## config.mk

```make
export PLATFORM = sky130hd
export DESIGN_NAME = rotate_ctrl
export DESIGN_NICKNAME = d
export VERILOG_FILES = /design/src/rtl/rotate_ctrl.sv
export SDC_FILE = /design/constraint.sdc
export NUM_CORES = 1
export LEC_CHECK = 0
export ABC_AREA = 1
export BUFFER_PORTS_ARGS = -buffer_cell sky130_fd_sc_hd__buf_4
export CORE_MARGIN = 2
export CORE_UTILIZATION = 60
export CTS_CLUSTER_SIZE = 14
export DETAILED_ROUTE_END_ITERATION = 8
export PLACE_DENSITY = 0.81
export RECOVER_POWER = 25
export SETUP_SLACK_MARGIN = 0.2
export SLEW_MARGIN = 0
export SYNTH_ARGS = -nofsm -noshare
export SYNTH_HDL_FRONTEND = slang
export SYNTH_SLANG_ARGS = --single-unit
```

## constraint.sdc

```tcl
create_clock -name clk -period 3.8 [get_ports clk]
set_clock_uncertainty 0.2 [all_clocks]
set_input_delay 0.19 -clock clk [delete_from_list [all_inputs] [get_ports clk]]
set_output_delay 0.19 -clock clk [all_outputs]
set_load 0.03 [all_outputs]
```

## src/rtl/rotate_ctrl.sv

```systemverilog
// Rotation-angle controller: tracks a target angle from key pulses and auto-rotate
// ticks, and commits it to the datapath once per frame through a req/ack handshake.
module rotate_ctrl #(
  parameter int unsigned ANG_W       = 9,
  parameter int unsigned STEP        = 15,
  parameter int unsigned AUTO_STEP   = 1,
  parameter int unsigned AUTO_FRAMES = 4,
  parameter int unsigned ACK_TMO     = 1024
) (
  input  logic             clk,
  input  logic             rst_n,
  input  logic [2:0]       key_in,
  input  logic             frame_start,
  input  logic             cfg_ack,
  output logic             cfg_req,
  output logic [ANG_W-1:0] cfg_angle,
  output logic [ANG_W-1:0] angle,
  output logic             auto_mode,
  output logic             cfg_done,
  output logic             cfg_err,
  output logic             busy
);

  // One extra bit so that the sum of two in-range angles never overflows.
  localparam int unsigned SumW = ANG_W + 1;
  localparam int unsigned AcW  = (AUTO_FRAMES > 1) ? $clog2(AUTO_FRAMES) : 1;
  localparam int unsigned TmoW = (ACK_TMO > 1) ? $clog2(ACK_TMO) : 1;

  localparam logic [SumW-1:0] FullTurn = SumW'(360);
  localparam logic [SumW-1:0] StepUp   = SumW'(STEP);
  localparam logic [SumW-1:0] StepDn   = SumW'(360 - STEP);
  localparam logic [SumW-1:0] AutoInc  = SumW'(AUTO_STEP);
  localparam logic [AcW-1:0]  AutoLast = AcW'(AUTO_FRAMES - 1);
  localparam logic [TmoW-1:0] TmoLast  = TmoW'(ACK_TMO - 1);

  localparam logic [1:0] IDLE = 2'd0;
  localparam logic [1:0] PEND = 2'd1;
  localparam logic [1:0] REQ  = 2'd2;

  logic [1:0]       state_q, state_d;
  logic [ANG_W-1:0] target_q, target_d;
  logic [ANG_W-1:0] angle_q, angle_d;
  logic [ANG_W-1:0] cfg_angle_q, cfg_angle_d;
  logic             auto_mode_q, auto_mode_d;
  logic [AcW-1:0]   auto_cnt_q, auto_cnt_d;
  logic [TmoW-1:0]  tmo_cnt_q, tmo_cnt_d;
  logic             cfg_done_q, cfg_done_d;
  logic             cfg_err_q, cfg_err_d;

  logic [SumW-1:0]  manual_delta;
  logic [SumW-1:0]  auto_inc;
  logic [SumW-1:0]  sum_man_raw, sum_man;
  logic [SumW-1:0]  sum_tot_raw, sum_tot;

  // Manual step: opposing keys in the same cycle cancel out.
  always_comb begin
    manual_delta = '0;
    if (key_in[0] && !key_in[1]) begin
      manual_delta = StepUp;
    end else if (key_in[1] && !key_in[0]) begin
      manual_delta = StepDn;
    end
  end

  // Auto-mode toggle and frame divider; a toggle clears the divider and wins over a tick.
  always_comb begin
    auto_mode_d = auto_mode_q;
    auto_cnt_d  = auto_cnt_q;
    auto_inc    = '0;
    if (key_in[2]) begin
      auto_mode_d = ~auto_mode_q;
      auto_cnt_d  = '0;
    end else if (auto_mode_q && frame_start) begin
      if (auto_cnt_q == AutoLast) begin
        auto_cnt_d = '0;
        auto_inc   = AutoInc;
      end else begin
        auto_cnt_d = auto_cnt_q + 1'b1;
      end
    end
  end

  // Target update: each addend is below 360, so one conditional subtract per stage suffices.
  always_comb begin
    sum_man_raw = {1'b0, target_q} + manual_delta;
    sum_man     = (sum_man_raw >= FullTurn) ? (sum_man_raw - FullTurn) : sum_man_raw;
    sum_tot_raw = sum_man + auto_inc;
    sum_tot     = (sum_tot_raw >= FullTurn) ? (sum_tot_raw - FullTurn) : sum_tot_raw;
    target_d    = sum_tot[ANG_W-1:0];
  end

  // Commit FSM: wait for a frame boundary, snapshot target, hold request until ack or timeout.
  always_comb begin
    state_d     = state_q;
    angle_d     = angle_q;
    cfg_angle_d = cfg_angle_q;
    tmo_cnt_d   = tmo_cnt_q;
    cfg_done_d  = 1'b0;
    cfg_err_d   = 1'b0;
    case (state_q)
      IDLE: begin
        if (target_q != angle_q) begin
          state_d = PEND;
        end
      end
      PEND: begin
        // Target drifting back to the committed angle cancels the pending commit.
        if (target_q == angle_q) begin
          state_d = IDLE;
        end else if (frame_start) begin
          state_d     = REQ;
          cfg_angle_d = target_q;
          tmo_cnt_d   = '0;
        end
      end
      REQ: begin
        if (cfg_ack) begin
          angle_d    = cfg_angle_q;
          cfg_done_d = 1'b1;
          state_d    = IDLE;
        end else if (tmo_cnt_q == TmoLast) begin
          cfg_err_d = 1'b1;
          state_d   = IDLE;
        end else begin
          tmo_cnt_d = tmo_cnt_q + 1'b1;
        end
      end
      default: begin
        state_d = IDLE;
      end
    endcase
  end

  // State registers.
  always_ff @(posedge clk or negedge rst_n) begin
    if (!rst_n) begin
      state_q     <= IDLE;
      target_q    <= '0;
      angle_q     <= '0;
      cfg_angle_q <= '0;
      auto_mode_q <= 1'b0;
      auto_cnt_q  <= '0;
      tmo_cnt_q   <= '0;
      cfg_done_q  <= 1'b0;
      cfg_err_q   <= 1'b0;
    end else begin
      state_q     <= state_d;
      target_q    <= target_d;
      angle_q     <= angle_d;
      cfg_angle_q <= cfg_angle_d;
      auto_mode_q <= auto_mode_d;
      auto_cnt_q  <= auto_cnt_d;
      tmo_cnt_q   <= tmo_cnt_d;
      cfg_done_q  <= cfg_done_d;
      cfg_err_q   <= cfg_err_d;
    end
  end

  // Request and busy are decoded straight from state, so reset drops them immediately.
  always_comb begin
    cfg_req   = (state_q == REQ);
    busy      = (state_q != IDLE);
    cfg_angle = cfg_angle_q;
    angle     = angle_q;
    auto_mode = auto_mode_q;
    cfg_done  = cfg_done_q;
    cfg_err   = cfg_err_q;
  end

endmodule

```

======== Word-level counts from Yosys, hierarchy flattened ========
Index checks and enable logic that the tools add are counted.
word-level totals
  output and inout bits ................... 23
  logic and storage cells ................. 71
  bits of input ports ..................... 7
  register bits after elaboration ......... 44
operators by class
  mux-type cells .......................... 26
  reductions and logical operators ........ 13
  bitwise gates (word level) .............. 2
  add/sub/neg operators ................... 6
  equality and inequality tests ........... 13
  order comparisons ....................... 2
operator list
  operator                 count
  $mux W10                 6
  $ge A10 B9 Y1 const B    2
  $pmux W10 S2             1
  $mux W9                  2
  $mux W2                  8
  $add A10 B1 Y10          1
  $add A10 B1 Y10 const B  1
  $add A9 B10 Y10          1
  $eq A10 B10 Y1 const B   1
  $ne A2 B2 Y1 const B     5
  $sub A10 B9 Y10 const B  1
  $eq A9 B9 Y1             1
  $ne A9 B9 Y1             1
  $sub A9 B9 Y9 const B    1
  $mux W1                  8
  $pmux W2 S3              1
  $reduce_and A3 Y1        2
  $reduce_bool A2 Y1       3
  $reduce_and A5 Y1        1
  $eq A2 B2 Y1 const B     2
  $logic_and A1 B1 Y1      3
  $ne A3 B2 Y1 const B     1
  $ne A3 B3 Y1 const B     1
  $add A2 B1 Y2 const B    1
  5 further kinds          7

======== Longest topological paths before layout ========
Gate-level depths: netlist of the first run.
  depth in word-level cells ............... 10
  depth in mapped cells ................... 30
  gate-level depth less buffers ........... 30

======== Worst setup path after synthesis of the first run ========
Ideal clock, no wire load.
  path type ............................... input to register
  start point ............................. in key_in[0]
  end point ............................... reg target_q[7]
  stages on the path ...................... 27
  path buffers ............................ 0
  setup time .............................. 0.116 ns
  data required time ...................... 3.484 ns
  path slack .............................. 0.704 ns
  data arrival time ....................... 2.779 ns
  path through ............................ inv_1 ha_1 inv_1 ha_1 ha_1 inv_1 nand2_2 nand4_1 nand2_1 nand2_1 nand2_2 inv_2 nor2_2 nand3_4 nand3_2 nand2_2 nor2_4 nand2_1 nand2_2 inv_1 ha_1 nor2_1 nand2_1 nand2_1 nand2_1 nand2_1 nand2_1
on the way
  word-level cells in the longest chain between the ends .. 10
  elaborated cells on any way between the ends .. 13
  those cells by class .................... add/sub (4); order compare (2); mux (4); reduce/logical (3)
ends and longest elaborated chain
  what                                                     RTL line  RTL
  start, declared                                          12        input logic [2:0] key_in,
  $logic_not A1 Y1                                         60        end else if (key_in[1] && !key_in[0]) begin
  $logic_and A1 B1 Y1                                      60
  $mux W9                                                  60
  $mux W10 (*)                                             58        if (key_in[0] && !key_in[1]) begin
  $add A9 B10 Y10 (*)                                      85        sum_man_raw = {1'b0, target_q} + manual_delta;
  $sub A10 B9 Y10 / $ge A10 B9 Y1 (equally long branches)  86        sum_man = (sum_man_raw >= FullTurn) ? (sum_man_raw - FullTurn) : sum_man_raw;
  $mux W10 (*)                                             86
  $add A10 B1 Y10 (*)                                      87        sum_tot_raw = sum_man + auto_inc;
  $sub A9 B9 Y9 / $ge A10 B9 Y1 (equally long branches)    88        sum_tot = (sum_tot_raw >= FullTurn) ? (sum_tot_raw - FullTurn) : sum_tot_raw;
  $mux W9 (*)                                              88
  net sum_tot[7]                                           53        logic [SumW-1:0] sum_tot_raw, sum_tot;
  end signal, assigned                                     148       target_q <= target_d;
  end, declared                                            41        logic [ANG_W-1:0] target_q, target_d;
Mark *: on every way through the listed nets, which the timed path passes. The rest lies on a longest branch.
A chain may end at the register's enable or synchronous reset.

======== Worst setup path in the final report of the first run ========
  start point ............................. reg target_q[1]
  end point ............................... reg target_q[7]
on the way
  word-level cells in the longest chain between the ends .. 6
  elaborated cells on any way between the ends .. 8
  those cells by class .................... add/sub (4); order compare (2); mux (2)
ends and longest elaborated chain
  what                                                     RTL line
  $add A9 B10 Y10 (*)                                      85
  $sub A10 B9 Y10 / $ge A10 B9 Y1 (equally long branches)  86
  $mux W10 (*)                                             86
  $add A10 B1 Y10 (*)                                      87
  $sub A9 B9 Y9 / $ge A10 B9 Y1 (equally long branches)    88
  $mux W9 (*)                                              88
  net sum_tot[7]                                           53
Marks and branches as above.

==> impl_metrics.toml, run 1 <==
[run_status]
status = "finished, violations left"
violations = "capacitance limit, slew limit"

[synth]
muxShareOfSynthArea_pct = 0
avgSynthCellArea_um2 = 7.35
syn_inst = 426
synth_xor_area_share_pct = 3.63
synth_top_family_by_area = "simple AND/OR/NAND/NOR gates"
synth_compound_area_share_pct = 9.07
synthAdderAreaFrac_pct = 5.99
synth_cell_type_count = 30
synth_seq_cells = 44
synthSimpleGateAreaFrac_pct = 37.8
yosysSeqAreaShare_pct = 35.1
yosys_warnings = 0
synth_nets = 448
syn_area_um2 = 3130

[drt]
vias = 2777
drc_errors = 0
ant_nets = 0
drt_first_iter_violations = 157
firstDrtPassIters = 4
wl_per_cell_um = 12.4
routed_wl_um = 6630
vias_per_cell = 5.18

[worst_setup_path]
crit_path_end = "target_q[7]"
crit_start = "target_q[1]"
r2r_slack_ns = 0.51
crit_type = "flop to flop"
timing.rr.start = "target_q[1]"
required_ns = 3.80
critPathLaunchType = "flop"
worstPathArrival_ns = 3.29
ff2ff_path_depth = 26
endpoint_kind = "flop"
reg2reg_to = "target_q[7]"
critPathMaxFanout = 6

[global_route]
grt_max_degree = 45
grt_antenna_before_repair = 0
grt_pass1_vias = 2697
grt_usage_pct = 24.3
overflow = 0
grt_pass1_wl_um = 11600

[floorplan]
io_pins = 30
die_w_um = 76.3
fp-row-count = 26
fp.coreArea_um2 = 5070
start_util_pct = 61.7
die_y_um = 76.3
die_area_um2 = 5820

[cts]
clk_pin_slew_ns = 0.08
cts.sinks = 44
cts_buffers = 5
insertion_delay_ns = 0.30
clk_path_buf_depth = 2
root_buffer = "clkbuf_8"
htree_levels = 2
cts_tree = "done"

[sta]
finalSetupTns_ns = 0
fin_crit_sh_pct = 86.5
worst_pin_slew_ns = 2.29
slew_headroom_pct = -52.5
rsz0062_at_grt = "no"
clock.fmax_ghz = 0.304
fin_crit_ns = 3.29
slew_viol_final = 45
setup_viol = 0
hold_violations = 0

[place]
dp_hpwl_um = 5200
place.port_buffers = 29
gp_congestion = 0.925
place_inst = 523

[cells_and_area]
instances_no_fill = 536
layout.nets = 488
regArea_um2 = 1100
drive_above_1_share_pct = 21.2
multiInputGateArea_um2 = 1780
area_delta_synth_final_pct = 14.2
antenna_cells = 0
nFillCells = 435

[job]
timing.max_cap.violations = 1

[min_path]
hp-class = "flop to flop"
[worst min-delay path by stage]
| stage | slack (ns) | cells after the start | start | endpoint |
|---|---|---|---|---|
| after floorplan | -0.31 | 0 | rst_n | angle[0] |
| after global placement | 0.01 | 1 | rst_n | tmo_cnt_q[4] |
| after detailed placement | 0.01 | 1 | rst_n | tmo_cnt_q[4] |
| after CTS | 0.23 | 2 | rst_n | cfg_angle[3] |
| after global routing | 0.28 | 1 | state_q[1] | state_q[0] |
| final | 0.26 | 1 | tmo_cnt_q[9] | tmo_cnt_q[9] |
[per-layer routing]
layer | part of all wire [%] | vias to the layer above | track usage, %
met5 | 0 | - | 0
met4 | 1.8 | 0 | 9.64
met3 | 3.4 | 11 | 3.44
met2 | 48 | 56 | 42.3
met1 | 47 | 1281 | 30.5
li1 | - | 1429 | -
[cells in the mapped netlist, drive strengths merged]
master / number / area (um^2)
nand4: 5 / 37.5
a211oi: 2 / 15.0
inv: 66 / 248
xor2: 9 / 78.8
or2: 2 / 12.5
nor4: 1 / 6.26
clkbuf: 3 / 11.3
a21oi: 16 / 103
dfrtp: 44 / 1100
a311oi: 1 / 8.76
nand2: 133 / 592
clkinv: 1 / 3.75
nand3: 48 / 298
and3: 1 / 6.26
o21bai: 1 / 7.51
xnor2: 4 / 35.0
nor3: 5 / 25.0
nor2: 39 / 206
ha: 15 / 188
o21ai: 30 / 150
[critical path, cell delays in order, from the launching register on]
cell     delay, ns
dfrtp_2       0.46
nand2_1       0.10
inv_1         0.07
nor2_4        0.13
ha_1          0.16
inv_1         0.05
nand2_2       0.09
nand4_1       0.15
nand2_1       0.13
nand2_1       0.07
nand2_2       0.11
inv_2         0.06
nor2_2        0.15
nand3_4       0.12
nand3_1       0.10
nand2_2       0.12
inv_2         0.10
nand2_1       0.06
nand2_2       0.10
inv_1         0.05
ha_1          0.19
nor2_1        0.15
nand2_1       0.08
nand2_1       0.06
nand2_1       0.05
nand2_1       0.06
nand2_1       0.04
[state kept, by name, indices dropped and copies added (netlist names)]
register,flops
tmo_cnt_q,10
auto_mode,1
cfg_err,1
target_q,9
state_q,2
angle,9
auto_cnt_q,2
cfg_angle,9
cfg_done,1
[layout by cell type, fill, tap and decap left out, drive strengths merged, types with 7 or more instances in the layout]
cell type    n
ha          15
nand3       48
dfrtp       44
clkbuf       7
o21ai       30
inv         66
nor2        39
buf         29
a21oi       16
nand2      133
xor2         9
[kinds of logic after synthesis]
| logic type | count (synthesis) |
|---|---|
| buffers and inverters | 70 |
| DFF | 44 |
| adders and majority gates | 15 |
| and+or+nand+nor | 234 |
| xor gates and xnor gates | 13 |
| AOI/OAI and AO/OA | 50 |
[metrics by stage]
stage / hold WS [ns] / setup WS, ns / util [%] / cell area (um^2)
after CTS: 0.229 / 0.430 / 70.3 / 3570
final: 0.264 / 0.513 / 70.5 / 3580
after global routing: 0.284 / 0.192 / 70.5 / 3580
after detailed placement: 0.0133 / 0.259 / 67.7 / 3430
after global placement: 0.0102 / 0.358 / 67.7 / 3430
after floorplan: -0.306 / 0.704 / - / 3130
[final cells by class]
class | count | area share, %
Clock buffer | 5 | 1.92
Tap cell | 70 | 2.45
Inverter | 67 | 7.03
Clock inverter | 2 | 0.350
Timing Repair Buffer | 36 | 7.69
Sequential cell | 44 | 30.8
Multi-Input combinational cell | 312 | 49.8
[timing repair]
| action | CTS | global route |
|---|---|---|
| endpoints found under the setup margin | 0 | 2 |
| buffers inserted | 0 | 1 |
| hold buffers | 5 | 0 |
| gates resized for setup | 0 | 5 |
| endpoints found under the hold margin | 50 | 0 |
Power of run 1 is left out: the tool's default activity adds up to more than one toggle a clock period on the data nets, which glitch-free logic cannot reach.
==> run 2: changes to the inputs <==
clock period = 3.64 ns   (was 3.8 ns; I/O delays follow)
==> run 2 against run 1 <==
Compared with the run above:
- the run still ends with capacitance limit, slew limit left
- final area up 4.0%
- routed wire length grew 4.9%
- critical endpoint is now target_q[6]
- highest routed layer unchanged
- critical path depth decreased by 2
- largest cell class unchanged
- die area unchanged
- worst setup slack worse by 0.14 ns
- hold slack gained 0.0076 ns
- utilization grew 2.8 points
- final cell count grew 1.3%
- fmax increased by 0.66%
- register-to-register slack worse by 0.14 ns
==> impl_metrics.toml, run 2 (synthesized netlist as in run 1, its figures left out) <==
[run_status]
status = "finished, violations left"
violations = "capacitance limit, slew limit"

[global_route]
grt_pass1_wl_um = 12000
grt_max_degree = 45
overflow = 0
grt_antenna_before_repair = 0
grt_pass1_vias = 2736
grt_usage_pct = 24.7

[cells_and_area]
largest-register = "tmo_cnt_q"
fin_util_pct = 73.3
layout.nets = 494
largest_reg_flops = 10
final_area_um2 = 3720
instances_no_fill = 543
final_common_cell = "nand2_1"
most-common-layout-cells = "102 x nand2_1, 58 x inv_1, 43 x dfrtp_1"
drive_above_1_share_pct = 24.3
area_delta_synth_final_pct = 18.8
antenna_cells = 0

[worst_setup_path]
crit_path_cell_trace = "nand2_1, inv_1, nor2_4, ha_1, inv_1, nand2_2, nand4_1, nand2_1, nand2_1, nand2_2, inv_2, nor2_4, nand3_4, nand3_2, nand2_2, nor2_4, buf_4, nand3_1, nand2_1, nand2_1, a21oi_4, nand2_4, nand2_1, nand2_1"
critPathLaunchType = "flop"
critPathMaxFanout = 6
worstPathArrival_ns = 3.25
endpoint_kind = "flop"
cp_slowest_cell = "dfrtp_2"
cp_slowest_stage_delay_ns = 0.43
crit_type = "flop to flop"
required_ns = 3.63
path_common_cell = "nand2_1"
ff2ff_path_depth = 24

[sta]
clock.fmax_ghz = 0.306
fin_crit_ns = 3.27
setup_viol = 0
slew_viol_final = 45
worst_pin_slew_ns = 2.29
slew_headroom_pct = -52.7
rsz0062_at_grt = "no"
fin_crit_sh_pct = 89.7
finalSetupTns_ns = 0
hold_violations = 0

[place]
place.port_buffers = 29
dp_hpwl_um = 5270
gp_congestion = 0.925
placed_area_um2 = 3430
place_inst = 523

[floorplan]
fp-row-count = 26
die_y_um = 76.3
die_area_um2 = 5820
die_w_um = 76.3
io_pins = 30
fp.coreArea_um2 = 5070
start_util_pct = 61.7

[drt]
wl_per_cell_um = 12.8
drt_first_iter_violations = 174
ant_nets = 0
vias_per_cell = 5.22
firstDrtPassIters = 5
routed_wl_um = 6960
drc_errors = 0
vias = 2835

[min_path]
min_path_cells = 1
hp-class = "flop to flop"

[cts]
clk_path_buf_depth = 2
root_buffer = "clkbuf_8"
insertion_delay_ns = 0.29
clk_pin_slew_ns = 0.09
cts_buffers = 5
cts_tree = "done"
cts.sinks = 44
htree_levels = 2

[job]
timing.max_cap.violations = 1
==> run 2: cell types whose count changed in the layout (fill, tap and decap cells not counted), sizes merged <==
cell      change
buf           +6
bufinv        +1
clkbuf        +1
clkinvlp      -1
==> run 2: worst paths after layout <==
path	from	slack [ns]	endpoint
min reg2reg	state_q[1]	0.27	state_q[0]
max in group asynchronous	rst_n	0.86	target_q[1]
min in group asynchronous	rst_n	0.91	tmo_cnt_q[4]
min	state_q[1]	0.27	state_q[0]
max reg2reg	target_q[1]	0.37	target_q[6]
max	target_q[1]	0.37	target_q[6]
==> run 2: final cells by class <==
cell class | count | area (um^2)
multi-input cells | 312 | 1840
fillers | 391 | 1350
flip-flops and latches | 44 | 1100
repair buffers | 42 | 320
inverters | 67 | 251
well taps | 70 | 87.6
clock buffers | 6 | 82.6
clock inverters | 2 | 38.8
==> run 2: what timing repair did <==
item / in CTS / in global routing
endpoints found under the setup margin: 0 / 6
endpoints found under the hold margin: 50 / 0
setup buffers: 0 / 7
hold buffers: 5 / 0
gates resized for setup: 0 / 19
==> run 2: stage by stage <==
stage / setup WS, ns / hold slack [ns]
3_5_place_dp: 0.0999 / 0.00648
3_3_place_gp: 0.206 / 0.00218
2_1_floorplan: 0.552 / -0.314
6_report: 0.374 / 0.272
5_1_grt: 0.114 / 0.284
4_1_cts: 0.286 / 0.228
==> run 2: worst max-delay path: cells and delay by family, from the launching register on <==
kind,cells,cell delay (ns)
fa+ha+maj,1,0.16
compound gates,1,0.24
buf+inv,4,0.33
simple gates,18,1.81
flops,1,0.43
==> run 2: per-layer routing <==
| metal | routed length, um | vias up | GRT usage (%) |
|---|---|---|---|
| met3 | 287 | 16 | 3.55 |
| met5 | 0 | - | 0 |
| li1 | - | 1449 | - |
| met4 | 155 | 0 | 8.55 |
| met1 | 3080 | 1289 | 31.2 |
| met2 | 3440 | 81 | 43.2 |
Power of run 2 is left out for the same reason.
==> run 3: changes to the inputs <==
CORE_UTILIZATION = 54   (was 60)
PLACE_DENSITY = 0.77   (was 0.81)
clock period = 2.8 ns   (was 3.64 ns; I/O delays follow)
==> run 3 against run 2 <==
Compared with the run above:
- the flow finishes with violations (setup timing)
- via count grew 13%
- non-clock buffer count up 57
- final cell count up 11%
- flip-flop and latch count did not move
- die area up 11%
- utilization is 6.8 points higher
- sequential share of layout area decreased by 4.8 points
- global-route usage up 0.98 points
- fmax grew 3.2%
- register-to-register slack lost 0.74 ns
- worst setup slack got worse by 0.74 ns
- critical path type unchanged
- largest cell class unchanged
==> impl_metrics.toml, run 3 (synthesized netlist as in run 1, its figures left out) <==
[run_status]
status = "finished, violations left"
violations = "setup timing"

[cells_and_area]
antenna_cells = 0
area_delta_synth_final_pct = 41.6
most-common-layout-cells = "90 x buf_4, 79 x nand2_1, 52 x inv_1"
drive_above_1_share_pct = 42.3
final_common_cell = "buf_4"
largest_reg_flops = 10
largest-register = "tmo_cnt_q"
layout.nets = 551
fin_util_pct = 80.1

[global_route]
overflow = 0
grt_max_degree = 45
grt_usage_pct = 25.7
grt_pass1_vias = 3003
grt_pass1_wl_um = 13200
grt_antenna_before_repair = 0

[worst_setup_path]
crit_type = "flop to flop"
path_buf_inv = 3
critPathLaunchType = "flop"
critPathMaxFanout = 6
worstPathArrival_ns = 3.15
cp_slowest_cell = "dfrtp_1"
required_ns = 2.78
endpoint_kind = "flop"
cpLargestDelayFamily = "simple AND/OR/NAND/NOR gates"
cp_slowest_stage_delay_ns = 0.43
path_common_cell = "nand2_2"

[floorplan]
fp.coreArea_um2 = 5540
die_y_um = 80.2
die_w_um = 80.2
start_util_pct = 56.5
io_pins = 30
die_area_um2 = 6430
fp-row-count = 27

[min_path]
hp-class = "flop to flop"

[sta]
worst_slack_ns = -0.364
slew_viol_final = 0
fin_crit_ns = 3.16
rsz0062_at_grt = "yes"
slew_headroom_pct = 29.0
setup_viol = 6
fin_crit_sh_pct = 113
hold_violations = 0
clock.fmax_ghz = 0.316
worst_pin_slew_ns = 1.07

[drt]
ant_nets = 0
firstDrtPassIters = 5
drt_first_iter_violations = 181
wl_per_cell_um = 14.4
routed_wl_um = 8660
vias = 3212
drc_errors = 0
vias_per_cell = 5.34

[place]
gp_congestion = 0.924
dp_hpwl_um = 5760
place.port_buffers = 29

[cts]
clk_pin_slew_ns = 0.08
htree_levels = 2
clk_path_buf_depth = 2
root_buffer = "clkbuf_8"
insertion_delay_ns = 0.29
cts.sinks = 44
cts_buffers = 5
cts_tree = "done"

[job]
timing.max_cap.violations = 0
## run 3: cell types whose count changed in the layout (fill, tap and decap cells not counted), moves of 8 or more
cell | before | now
nand2_1 | 102 | 79
nand2_4 | 6 | 14
nand2_2 | 25 | 39
buf_4 | 35 | 90
## run 3: per-stage QoR
step / instances / TNS, ns / hold WS (ns) / worst slack (ns) / instance area, um^2
3_3_place_gp: 574 / -2.33 / -0.0429 / -0.400 / 3880
3_5_place_dp: 574 / -2.68 / -0.0400 / -0.473 / 3880
2_1_floorplan: 426 / -0.551 / -0.356 / -0.106 / 3210
5_1_grt: 601 / -3.38 / 0.303 / -0.585 / 4440
6_report: 601 / -2.06 / 0.271 / -0.364 / 4440
4_1_cts: 593 / -1.37 / 0.185 / -0.240 / 4200
## run 3: layer usage
layer  global-route usage (%)  vias to the layer above  part of all wire, %
met3                     3.15                       21                  4.4
met1                     32.3                     1524                   41
met2                     45.5                      107                   52
li1                         -                     1560                    -
met4                     8.31                        0                  2.7
met5                        0                        -                    0
## run 3: path summary, 6_finish.rpt
check / end / slack (ns) / start / cells past startpoint
max reg2reg: target_q[6] / -0.36 / target_q[1] / 26
min reg2reg: state_q[0] / 0.27 / state_q[1] / 1
min in group asynchronous: tmo_cnt_q[4] / 0.37 / rst_n / 2
max in group asynchronous: target_q[5] / 1.31 / rst_n / 2
min: state_q[0] / 0.27 / state_q[1] / 1
max: target_q[6] / -0.36 / target_q[1] / 26
## run 3: final cells by class
cell class,count,area (um^2)
inverter,67,259
fill,359,1100
clock inverter,2,12.5
multi-input combinational,312,2140
sequential,44,1100
timing repair buffer,99,766
tap,72,90.1
clock buffer,5,68.8
## run 3: repair_timing
item / in CTS / in global routing
resized for setup: 30 / 46
endpoints found under the setup margin: 9 / 12
setup buffers: 7 / 8
hold buffers: 5 / 0
hold endpoints to repair: 50 / 0
pin swaps: 29 / 27
## run 3: worst register-to-register path, stage by stage, from the launching register on
cell and delay [ns]:
dfrtp_1 0.43, nand2_2 0.11, inv_2 0.05, nor2_4 0.11
ha_4 0.14, inv_2 0.03, nand2_2 0.07, nand3_2 0.10
nand2_2 0.09, nand2_1 0.06, nand2_2 0.12, ha_4 0.14
inv_1 0.05, nand3_1 0.11, nor2_2 0.05, nand2_1 0.07
nand2_1 0.07, nand3_2 0.08, nand2_2 0.10, nor2_4 0.15
nand3_2 0.11, nand2_2 0.08, nand2_2 0.06, a21oi_4 0.25
nand2_4 0.10, nand2_2 0.08, nand2_2 0.05
Power of run 3 is left out for the same reason.
